===== config.mk =====
export PLATFORM = sky130hd
export DESIGN_NAME = leaf_out_arbiter
export DESIGN_NICKNAME = d
export VERILOG_FILES = /design/src/rtl/leaf_pkg.sv /design/src/rtl/rr_arbiter.sv /design/src/rtl/leaf_out_arbiter.sv
export SDC_FILE = /design/constraint.sdc
export NUM_CORES = 1
export LEC_CHECK = 0
export CAP_MARGIN = 20
export CORE_MARGIN = 2
export CORE_UTILIZATION = 47
export DETAILED_ROUTE_END_ITERATION = 8
export PLACE_DENSITY_LB_ADDON = 0.15
export RECOVER_POWER = 100
export SLEW_MARGIN = 20
export SYNTH_ARGS = -nofsm -noshare
export SYNTH_HDL_FRONTEND = slang
export SYNTH_SLANG_ARGS = --single-unit

===== constraint.sdc =====
create_clock -name clk_user -period 5.1 [get_ports clk_user]
set_input_delay 0.51 -clock clk_user [delete_from_list [all_inputs] [get_ports clk_user]]
set_output_delay 0.51 -clock clk_user [all_outputs]
set_load 0.05 [all_outputs]

===== src/rtl/leaf_pkg.sv =====
`default_nettype none
// ============================================================================
//  Module   : leaf_pkg
//  Purpose  : Shared widths, packet field offsets and packet type for the
//             leaf outbound arbiter.
//  Revision : 1.0 - initial release
// ============================================================================
package leaf_pkg;

  localparam int PAYLOAD_BITS          = 32;
  localparam int NUM_LEAF_BITS         = 5;
  localparam int NUM_PORT_BITS         = 4;
  localparam int NUM_ADDR_BITS         = 7;
  localparam int PACKET_BITS           = 1 + NUM_LEAF_BITS + NUM_PORT_BITS
                                         + NUM_ADDR_BITS + PAYLOAD_BITS;
  localparam int NUM_OUT_PORTS         = 4;
  localparam int FREESPACE_UPDATE_SIZE = 64;

  // Credit ceiling equals the depth of a receive buffer.
  localparam int CREDIT_MAX  = 1 << NUM_ADDR_BITS;
  localparam int CREDIT_BITS = NUM_ADDR_BITS + 1;
  localparam int PTR_BITS    = (NUM_OUT_PORTS > 1) ? $clog2(NUM_OUT_PORTS) : 1;

  // Packet field positions, MSB to LSB.
  localparam int VALID_BIT = 48;
  localparam int LEAF_LSB  = 43;
  localparam int PORT_LSB  = 39;
  localparam int ADDR_LSB  = 32;

  typedef struct packed {
    logic                     valid;
    logic [NUM_LEAF_BITS-1:0] dest_leaf;
    logic [NUM_PORT_BITS-1:0] dest_port;
    logic [NUM_ADDR_BITS-1:0] addr;
    logic [PAYLOAD_BITS-1:0]  payload;
  } packet_t;

  // Assemble a valid outbound packet from its fields.
  function automatic packet_t make_packet(
    input logic [NUM_LEAF_BITS-1:0] leaf,
    input logic [NUM_PORT_BITS-1:0] port,
    input logic [NUM_ADDR_BITS-1:0] addr,
    input logic [PAYLOAD_BITS-1:0]  payload
  );
    logic [PACKET_BITS-1:0] v;
    v                              = '0;
    v[VALID_BIT]                   = 1'b1;
    v[LEAF_LSB +: NUM_LEAF_BITS]   = leaf;
    v[PORT_LSB +: NUM_PORT_BITS]   = port;
    v[ADDR_LSB +: NUM_ADDR_BITS]   = addr;
    v[0 +: PAYLOAD_BITS]           = payload;
    return packet_t'(v);
  endfunction

endpackage
`default_nettype wire


===== src/rtl/rr_arbiter.sv =====
`default_nettype none
// ============================================================================
//  Module   : rr_arbiter
//  Purpose  : Combinational round-robin arbiter. Searches upward from the
//             request after last_grant and returns a one-hot grant.
//  Revision : 1.0 - initial release
// ============================================================================
module rr_arbiter
  import leaf_pkg::*;
#(
  parameter int NUM_REQ = 4,
  localparam int RR_PTR_BITS = (NUM_REQ > 1) ? $clog2(NUM_REQ) : 1
) (
  input  logic [NUM_REQ-1:0]     req,
  input  logic [RR_PTR_BITS-1:0] last_grant,
  output logic [NUM_REQ-1:0]     grant,
  output logic                   any_grant
);

  // First requester found after last_grant, wrapping modulo NUM_REQ.
  always_comb begin
    int                     w_sum;
    logic [RR_PTR_BITS-1:0] w_idx;
    grant     = '0;
    any_grant = 1'b0;
    w_sum     = 0;
    w_idx     = '0;
    for (int k = 1; k <= NUM_REQ; k++) begin
      w_sum = int'(last_grant) + k;
      if (w_sum >= NUM_REQ) begin
        w_sum = w_sum - NUM_REQ;
      end
      w_idx = RR_PTR_BITS'(w_sum);
      if (!any_grant && req[w_idx]) begin
        grant[w_idx] = 1'b1;
        any_grant    = 1'b1;
      end
    end
  end

endmodule
`default_nettype wire


===== src/rtl/leaf_out_arbiter.sv =====
`default_nettype none
// ============================================================================
//  Module   : leaf_out_arbiter
//  Purpose  : Shares one leaf's outbound packet channel among its user output
//             streams with round-robin arbitration, per-port destination
//             table, receive-address counters and credit-based flow control.
//  Revision : 1.0 - initial release
// ============================================================================
module leaf_out_arbiter
  import leaf_pkg::*;
(
  input  logic                                  clk_user,
  input  logic                                  reset_n,
  input  logic [NUM_OUT_PORTS*PAYLOAD_BITS-1:0] din_user2arb,
  input  logic [NUM_OUT_PORTS-1:0]              vld_user2arb,
  output logic [NUM_OUT_PORTS-1:0]              ack_arb2user,
  output logic [PACKET_BITS-1:0]                pkt_out,
  output logic                                  pkt_vld,
  input  logic                                  pkt_rdy,
  input  logic                                  cfg_we,
  input  logic [NUM_PORT_BITS-1:0]              cfg_port,
  input  logic [NUM_LEAF_BITS-1:0]              cfg_dest_leaf,
  input  logic [NUM_PORT_BITS-1:0]              cfg_dest_port,
  input  logic                                  credit_upd_vld,
  input  logic [NUM_PORT_BITS-1:0]              credit_upd_port,
  output logic                                  credit_err
);

  // Wide enough to hold credit + update before saturation.
  localparam int SUM_BITS = CREDIT_BITS + 1;

  // Per-port table and counters
  logic [NUM_OUT_PORTS-1:0] r_cfg_valid;
  logic [NUM_LEAF_BITS-1:0] r_dest_leaf [NUM_OUT_PORTS];
  logic [NUM_PORT_BITS-1:0] r_dest_port [NUM_OUT_PORTS];
  logic [NUM_ADDR_BITS-1:0] r_addr      [NUM_OUT_PORTS];
  logic [CREDIT_BITS-1:0]   r_credit    [NUM_OUT_PORTS];

  // Output channel state
  logic [PTR_BITS-1:0]      r_rr_ptr;
  logic [PACKET_BITS-1:0]   r_pkt;
  logic                     r_pkt_vld;
  logic                     r_credit_err;

  logic [NUM_OUT_PORTS-1:0] w_eligible;
  logic [NUM_OUT_PORTS-1:0] w_grant;
  logic                     w_any_grant;
  logic                     w_slot_free;
  logic                     w_send;
  logic [PTR_BITS-1:0]      w_gidx;
  packet_t                  w_pkt;

  logic [NUM_OUT_PORTS-1:0] w_cfg_hit;
  logic [NUM_OUT_PORTS-1:0] w_upd_hit;
  logic [NUM_OUT_PORTS-1:0] w_port_sent;
  logic [NUM_OUT_PORTS-1:0] w_ovf;
  logic [NUM_ADDR_BITS-1:0] w_addr_nxt   [NUM_OUT_PORTS];
  logic [CREDIT_BITS-1:0]   w_credit_nxt [NUM_OUT_PORTS];

  // A port may compete only if it is configured and has a free buffer slot.
  for (genvar i = 0; i < NUM_OUT_PORTS; i++) begin : g_elig
    assign w_eligible[i] = vld_user2arb[i] & r_cfg_valid[i] & (r_credit[i] != '0);
  end

  assign w_slot_free = ~r_pkt_vld | pkt_rdy;
  assign w_send      = w_any_grant & w_slot_free;

  rr_arbiter #(
    .NUM_REQ    (NUM_OUT_PORTS)
  ) u_rr_arbiter (
    .req        (w_eligible),
    .last_grant (r_rr_ptr),
    .grant      (w_grant),
    .any_grant  (w_any_grant)
  );

  assign ack_arb2user = w_slot_free ? w_grant : '0;
  assign pkt_out      = r_pkt;
  assign pkt_vld      = r_pkt_vld;
  assign credit_err   = r_credit_err;

  // Select the granted port's index and build its packet from the current table.
  always_comb begin
    w_gidx = '0;
    w_pkt  = '0;
    for (int i = 0; i < NUM_OUT_PORTS; i++) begin
      if (w_grant[i]) begin
        w_gidx = PTR_BITS'(i);
        w_pkt  = make_packet(r_dest_leaf[i], r_dest_port[i], r_addr[i],
                             din_user2arb[i*PAYLOAD_BITS +: PAYLOAD_BITS]);
      end
    end
  end

  // Next address/credit per port; a send and an update combine before saturating.
  always_comb begin
    logic [SUM_BITS-1:0] w_sum;
    w_sum       = '0;
    w_cfg_hit   = '0;
    w_upd_hit   = '0;
    w_port_sent = '0;
    w_ovf       = '0;
    for (int i = 0; i < NUM_OUT_PORTS; i++) begin
      w_cfg_hit[i]   = cfg_we && (cfg_port == NUM_PORT_BITS'(i));
      w_upd_hit[i]   = credit_upd_vld && (credit_upd_port == NUM_PORT_BITS'(i));
      w_port_sent[i] = w_send & w_grant[i];
      w_addr_nxt[i]  = r_addr[i] + NUM_ADDR_BITS'(w_port_sent[i]);
      w_sum = SUM_BITS'(r_credit[i]) - SUM_BITS'(w_port_sent[i])
            + (w_upd_hit[i] ? SUM_BITS'(FREESPACE_UPDATE_SIZE) : '0);
      if (w_sum > SUM_BITS'(CREDIT_MAX)) begin
        w_credit_nxt[i] = CREDIT_BITS'(CREDIT_MAX);
        w_ovf[i]        = ~w_cfg_hit[i];
      end else begin
        w_credit_nxt[i] = CREDIT_BITS'(w_sum);
      end
    end
  end

  // Output packet register and round-robin pointer.
  always_ff @(posedge clk_user or negedge reset_n) begin
    if (!reset_n) begin
      r_pkt     <= '0;
      r_pkt_vld <= 1'b0;
      r_rr_ptr  <= PTR_BITS'(NUM_OUT_PORTS - 1);
    end else if (w_send) begin
      r_pkt     <= w_pkt;
      r_pkt_vld <= 1'b1;
      r_rr_ptr  <= w_gidx;
    end else if (pkt_rdy) begin
      r_pkt     <= '0;
      r_pkt_vld <= 1'b0;
    end
  end

  // Destination table and counters; a table write overrides the send/update result.
  always_ff @(posedge clk_user or negedge reset_n) begin
    if (!reset_n) begin
      r_cfg_valid  <= '0;
      r_credit_err <= 1'b0;
      for (int i = 0; i < NUM_OUT_PORTS; i++) begin
        r_dest_leaf[i] <= '0;
        r_dest_port[i] <= '0;
        r_addr[i]      <= '0;
        r_credit[i]    <= CREDIT_BITS'(CREDIT_MAX);
      end
    end else begin
      if (|w_ovf) begin
        r_credit_err <= 1'b1;
      end
      for (int i = 0; i < NUM_OUT_PORTS; i++) begin
        if (w_cfg_hit[i]) begin
          r_cfg_valid[i] <= 1'b1;
          r_dest_leaf[i] <= cfg_dest_leaf;
          r_dest_port[i] <= cfg_dest_port;
          r_addr[i]      <= '0;
          r_credit[i]    <= CREDIT_BITS'(CREDIT_MAX);
        end else begin
          r_addr[i]      <= w_addr_nxt[i];
          r_credit[i]    <= w_credit_nxt[i];
        end
      end
    end
  end

endmodule
`default_nettype wire

Word level (Yosys, flattened, before mapping)
Index checks and enable logic that the tools add are counted.
{"block": "op_classes", "n_addsub": 20, "n_lt_le_gt_ge": 16, "n_eq_ne": 6, "mux": 60, "bitwise": 22, "n_reduce_logical": 26}
{"cell": "49-bit 2-to-1 mux", "count": 6}
{"cell": "8-bit 2-to-1 mux", "count": 8}
{"cell": "7-bit 2-to-1 mux", "count": 8}
{"cell": "9-bit by 7-bit adder with 9-bit output", "count": 4}
{"cell": "9-bit by 8-bit > comparator with 1-bit output (second input constant)", "count": 4}
{"cell": "8-bit by 1-bit subtractor with 9-bit output", "count": 4}
{"cell": "8-bit nonzero test", "count": 4}
{"cell": "7-bit by 1-bit adder with 7-bit output", "count": 4}
{"cell": "4-bit 2-to-1 mux", "count": 5}
{"cell": "1-bit 2-to-1 mux", "count": 19}
{"cell": "4-bit by 2-bit equality test with 1-bit output (second input constant)", "count": 4}
{"cell": "1-bit logical AND", "count": 15}
{"cell": "1-bit bitwise AND", "count": 13}
{"cell": "2-bit by 3-bit less-than comparator with 1-bit output (second input constant)", "count": 4}
{"cell": "2-bit 2-to-1 mux", "count": 6}
{"cell": "4-bit OR", "count": 3}
{"cell": "3-bit >= comparator (second input constant)", "count": 3}
{"cell": "1-bit binary-select mux with 2-bit select", "count": 4}
{"cell": "1-bit demux with 2-bit select", "count": 4}
{"cell": "4-bit by 1-bit equality test with 1-bit output (second input constant)", "count": 2}
{"cell": "2-bit by 1-bit >= comparator with 1-bit output (second input constant)", "count": 4}
{"cell": "4-bit zero test", "count": 2}
{"cell": "2-bit by 1-bit subtractor with 2-bit output (second input constant)", "count": 4}
{"cell": "2-bit by 2-bit adder with 3-bit output (second input constant)", "count": 2}
{"cell": "other kinds (8)", "count": 14}
{"block": "word_totals", "register_bits": 153, "input_bits": 154, "output_inout_bits": 55, "wordCells": 174}

Depth between registers and ports, before layout
{"block": "logic_depth", "ltp_word": 22, "ltp_mapped": 24, "mapped_depth_nobuf": 22}

By module
Synthesis repeated with hierarchy kept, for this count alone.
{"block": "hier_totals", "cells_unflattened": 979, "area_unflattened_um2": 9245.1}
{"mod": "leaf_out_arbiter", "n_inst": 1, "cells_each": 931, "area_per_inst_um2": 8829.7, "seq_area_each_um2": 3836.2}
{"mod": "rr_arbiter", "n_inst": 1, "cells_each": 48, "area_per_inst_um2": 415.4, "seq_area_each_um2": 0.0}

Least setup slack after synthesis
OpenSTA, ideal clock, no wires.
{"block": "synth_timing", "path_kind": "register to register", "from": "reg r_credit[18] in the netlist's numbering", "to": "reg r_credit_err, in the netlist credit_err", "setup_time_ps": 146, "arrival_time_ps": 4752, "required_time_ps": 4954, "slack_ps": 202, "stages_incl_launch_ff": 22, "path_buffers": 1, "period_less_slack_ps": 4898, "cell_sequence": "dfrtp_1 -> inv_1 -> ha_1 -> and4bb_1 -> a211o_1 -> o2111a_1 -> o211ai_1 -> nor2_1 -> a211oi_4 -> buf_2 -> nor2_1 -> ha_1 -> inv_1 -> ha_1 -> inv_1 -> fa_1 -> o21bai_1 -> a21oi_1 -> xor2_1 -> o41ai_1 -> a21oi_1 -> or4b_2"}
{"block": "synth_between", "elab_chain_cells": 21, "elab_cells_between_ends": 49, "cone_classes": "add/sub: 8; order compare: 4; mux: 20; bitwise: 9; reduce/logical: 8"}
{"element": "from (decl)", "line": "leaf_out_arbiter.sv:37", "source": "logic [CREDIT_BITS-1:0] r_credit [NUM_OUT_PORTS];"}
{"element": "from (signal, indexed assignment)", "line": "leaf_out_arbiter.sv:144", "source": "r_credit[i] <= CREDIT_BITS'(CREDIT_MAX);"}
{"element": "from (signal, indexed assignment)", "line": "leaf_out_arbiter.sv:156", "source": "r_credit[i] <= CREDIT_BITS'(CREDIT_MAX);"}
{"element": "from (signal, indexed assignment)", "line": "leaf_out_arbiter.sv:159", "source": "r_credit[i] <= w_credit_nxt[i];"}
{"element": "8-bit nonzero test", "line": "leaf_out_arbiter.sv:62", "source": "assign w_eligible[i] = vld_user2arb[i] & r_cfg_valid[i] & (r_credit[i] != '0);"}
{"element": "1-bit bitwise AND", "line": "leaf_out_arbiter.sv:62"}
{"element": "1-bit binary-select mux with 2-bit select", "line": "rr_arbiter.sv:34", "source": "if (!any_grant && req[w_idx]) begin"}
{"element": "1-bit 2-to-1 mux (implied by the code)", "line": "rr_arbiter.sv:34"}
{"element": "1-bit 2-to-1 mux", "line": "rr_arbiter.sv:34"}
{"element": "1-bit zero test", "line": "rr_arbiter.sv:34"}
{"element": "1-bit logical AND", "line": "rr_arbiter.sv:34"}
{"element": "1-bit 2-to-1 mux", "line": "rr_arbiter.sv:34"}
{"element": "[... 5 more ...]"}
{"element": "1-bit 2-to-1 mux", "line": "rr_arbiter.sv:34"}
{"element": "1-bit bitwise AND", "line": "leaf_out_arbiter.sv:66", "source": "assign w_send = w_any_grant & w_slot_free;"}
{"element": "1-bit bitwise AND", "line": "leaf_out_arbiter.sv:106", "source": "w_port_sent[i] = w_send & w_grant[i];"}
{"element": "8-bit by 1-bit subtractor with 9-bit output", "line": "leaf_out_arbiter.sv:108", "source": "w_sum = SUM_BITS'(r_credit[i]) - SUM_BITS'(w_port_sent[i])"}
{"element": "9-bit by 7-bit adder with 9-bit output", "line": "leaf_out_arbiter.sv:109", "source": "+ (w_upd_hit[i] ? SUM_BITS'(FREESPACE_UPDATE_SIZE) : '0);"}
{"element": "9-bit by 8-bit > comparator with 1-bit output", "line": "leaf_out_arbiter.sv:110", "source": "if (w_sum > SUM_BITS'(CREDIT_MAX)) begin"}
{"element": "1-bit 2-to-1 mux", "line": "leaf_out_arbiter.sv:110"}
{"element": "4-bit OR reduction (*)", "line": "leaf_out_arbiter.sv:147", "source": "if (|w_ovf) begin"}
{"element": "to (signal assigned)", "line": "leaf_out_arbiter.sv:139", "source": "r_credit_err <= 1'b0;"}
{"element": "to (signal assigned)", "line": "leaf_out_arbiter.sv:148", "source": "r_credit_err <= 1'b1;"}
{"element": "to (decl)", "line": "leaf_out_arbiter.sv:43", "source": "logic r_credit_err;"}
Mark *: on every way between the ends. The rest lies on a longest branch, timed or not. The select of a mux whose other input is x is not followed.
A chain may end at the register's enable or synchronous reset.

Worst setup path in the final report
Same ends and word-level chain as after synthesis.

==> impl_metrics.tcl <==
set metrics [dict create \
    fill_cells 1690 \
    power_density_nw_per_um2 701 \
    cp.required_ps 5390 \
    ys_ff_latch 153 \
    skew_ps 8.63 \
    failed_checks "capacitance limit, slew limit" \
    synth_top_area_share_pct 39.2 \
    synth.top_cells.by_count "dfrtp_1, inv_1, nand2_1" \
    cts.sinks 153 \
    yosys_most_used_dff "dfrtp_1" \
    grt_pass1_wl_mm 44.9 \
    die_w_um 145 \
    clockBufferDepth 2 \
    combPwrFrac_pct 63.9 \
    synth_area_per_cell_um2 9.39 \
    dieArea_um2 21100 \
    cts_buffers 17 \
    setup_viol 0 \
    cap_violations 1 \
    yosysSeqAreaShare_pct 40.9 \
    cts_tree "done" \
    cp-start-kind "flip-flop" \
    crit_path_end_kind "flip-flop" \
    swShare_pct 47.5 \
    die_h_um 145 \
    crit_fanout 5 \
    port_buffers 208 \
    vias 8365 \
    synth.largest_area_cell "dfrtp_1" \
    pin_count 209 \
    yosysMostFrequentCell "dfrtp_1" \
    grt_util_all_layers_pct 26.7 \
    pwr-share-clk_pct 15.3 \
    num_rows 51 \
    clk_pin_slew_ps 70 \
    area_delta_synth_final_pct 33.1 \
    cp_data_arrival_time_ps 5180 \
    slew_violations 112 \
    tns_ps 0 \
    yosys_warnings 0 \
    gp_congestion 0.915 \
    grt_pass1_vias 8349 \
    period_share_pct 95.8 \
    synth_edf_count 0 \
    fin_crit_ps 4890 \
    hp-class "reg -> reg" \
    pwr-share-seq_pct 20.8 \
    final_nets 1425 \
    grt_max_degree 112 \
    detail-route-antenna-nets 0 \
    syn_area_um2 9390 \
    drcViolationCount 0 \
    dp_hpwl_mm 19.3 \
    clock_latency_ps 430 \
    h-tree-depth 4 \
    antenna_found_initial 1 \
    maxSlewHeadroom_pct -87.3 \
    vdd_drop_max_mv 0.472 \
    wirelength_mm 27.9 \
    synth_area_leaders "dfrtp_1, ha_1, inv_1" \
    gr-total-overflow 0 \
    power.total_mw 8.76 \
    crit_type "reg -> reg" \
    max_freq_mhz 205 \
    synth_nets 1218 \
    coreArea_um2 19500 \
    synth_cells 1000 \
    yosysUniqueCellTypes 68 \
    leakage_nw 5.60 \
    start_util_pct 48.1 \
    worst_slew_pin_slew_ps 2810 \
    finalHoldViolations 0 \
    firstDrtPassIters 6 \
    power.internal_mw 4.60 \
    clockRootBuffer "clkbuf_16" \
    drive_above_1_share_pct 11.6 \
    drt_iter0_drc 457 \
    viasPerCell 5.63 \
    async_flop_share_pct 100 \
    switchingPower_mw 4.16 \
    outcome "complete, but fails checks" \
    wl_per_cell_um 18.8 \
]
## metal layers
layer / GRT usage, % / part of all wire (%) / vias to the layer above
met4: 8.77 / 2.8 / 0
met1: 33.9 / 42 / 4053
li1: - / - / 3964
met2: 44.9 / 48 / 293
met3: 6.35 / 6.4 / 55
met5: 0 / 0 / -
## power by group through the flow
stage | Clock [mW] | Combinational (mW) | Sequential [mW]
after CTS | 1.36 | 5.45 | 1.81
after detailed placement | 0 | 5.41 | 1.83
after global routing | 1.40 | 6.15 | 1.86
after global placement | 0 | 5.34 | 1.82
after floorplan | 0 | 3.58 | 2.19
final | 1.34 | 5.60 | 1.82
## cells by family (layout without fill, tap and decap cells)
group           count (synthesis)  count (layout)  share of synthesized area [%]
buf+inv                       155             375                           7.17
simple gates                  261             261                           13.5
mux                            13              13                           1.81
compound gates                310             310                           23.7
other cells                     0               1                              0
xor+xnor                       44              44                           4.11
fa+ha+maj                      64              64                           8.85
flops                         153             153                           40.9
## area by class of cell
type | instances | area, µm² | share of cell area (%)
diodes | 1 | 2.50 | 0.0200
clock buffers | 18 | 429 | 3.43
clock inverters | 14 | 188 | 1.50
inverters | 100 | 375 | 3.00
multi-input cells | 692 | 4980 | 39.8
flip-flops and latches | 153 | 3840 | 30.7
well taps | 265 | 332 | 2.65
repair buffers | 243 | 2360 | 18.9
## stage by stage
step / setup slack [ps] / hold slack, ps / instance area [µm²] / util, % / cells
after floorplan: 202 / 214 / 9390 / - / 1000
after global placement: -28.6 / 449 / 11700 / 60.1 / 1444
after detailed placement: -94.4 / 454 / 11700 / 60.1 / 1444
after CTS: 85.0 / 279 / 12400 / 63.3 / 1476
after global routing: -93.3 / 491 / 12500 / 64.0 / 1486
final: 213 / 468 / 12500 / 64.0 / 1486
## worst paths after layout
path / startpoint / to / slack [ps] / cells past startpoint
min in group asynchronous: reset_n / pkt_out[17] / 970 / 1
max: r_credit[18] / credit_err / 210 / 20
min reg2reg: r_dest_port[8] / r_dest_port[8] / 470 / 2
min: r_dest_port[8] / r_dest_port[8] / 470 / 2
max in group asynchronous: reset_n / r_addr[15] / 1830 / 2
max reg2reg: r_credit[18] / credit_err / 210 / 20
## critical path: stages, from the launching register on
cell and delay (ps):
dfrtp_1 370, inv_1 70, ha_1 190, and4bb_2 250, a211o_1 340, o2111a_1 140, o211ai_1 390, nor2_1 160
a211oi_4 250, nor2_1 90, ha_1 190, inv_1 60, ha_1 160, inv_1 60, fa_1 420, o21bai_1 160
a21oi_1 120, xor2_1 190, o41ai_4 330, a21oi_1 110, or4b_2 670
## flip-flops by register name (all words and copies together) (netlist names)
| signal | flops |
|---|---|
| pkt_out | 49 |
| r_credit | 32 |
| r_addr | 28 |
| r_dest_leaf | 20 |
| r_dest_port | 16 |
| r_cfg_valid | 4 |
| r_rr_ptr | 2 |
| credit_err | 1 |
| pkt_vld | 1 |
## placed cells by master (no fill, tap or decap), types with 11 or more instances in the layout
cell type          n
buf_4             33
dlygate4sd3_1     52
or3_1             17
a21boi_0          16
nor2_1            65
nand2_1           95
inv_1             99
clkdlybuf4s50_1  153
a22oi_1           33
nor2b_1           11
a21oi_1           18
o311a_1           33
o21ai_1           58
xor2_1            21
clkbuf_16         17
dfrtp_1          147
nand3_1           20
o21bai_1          16
a311oi_1          15
o21ai_0           52
xnor2_1           22
ha_1              60
## repair_timing
item | in CTS | in global routing
buffers inserted | 0 | 9
hold buffers | 0 | 0
endpoints found under the hold margin | 0 | 0
gates resized for setup | 0 | 21
endpoints found under the setup margin | 0 | 14
No activity file was read; power rests on OpenSTA's default activity.
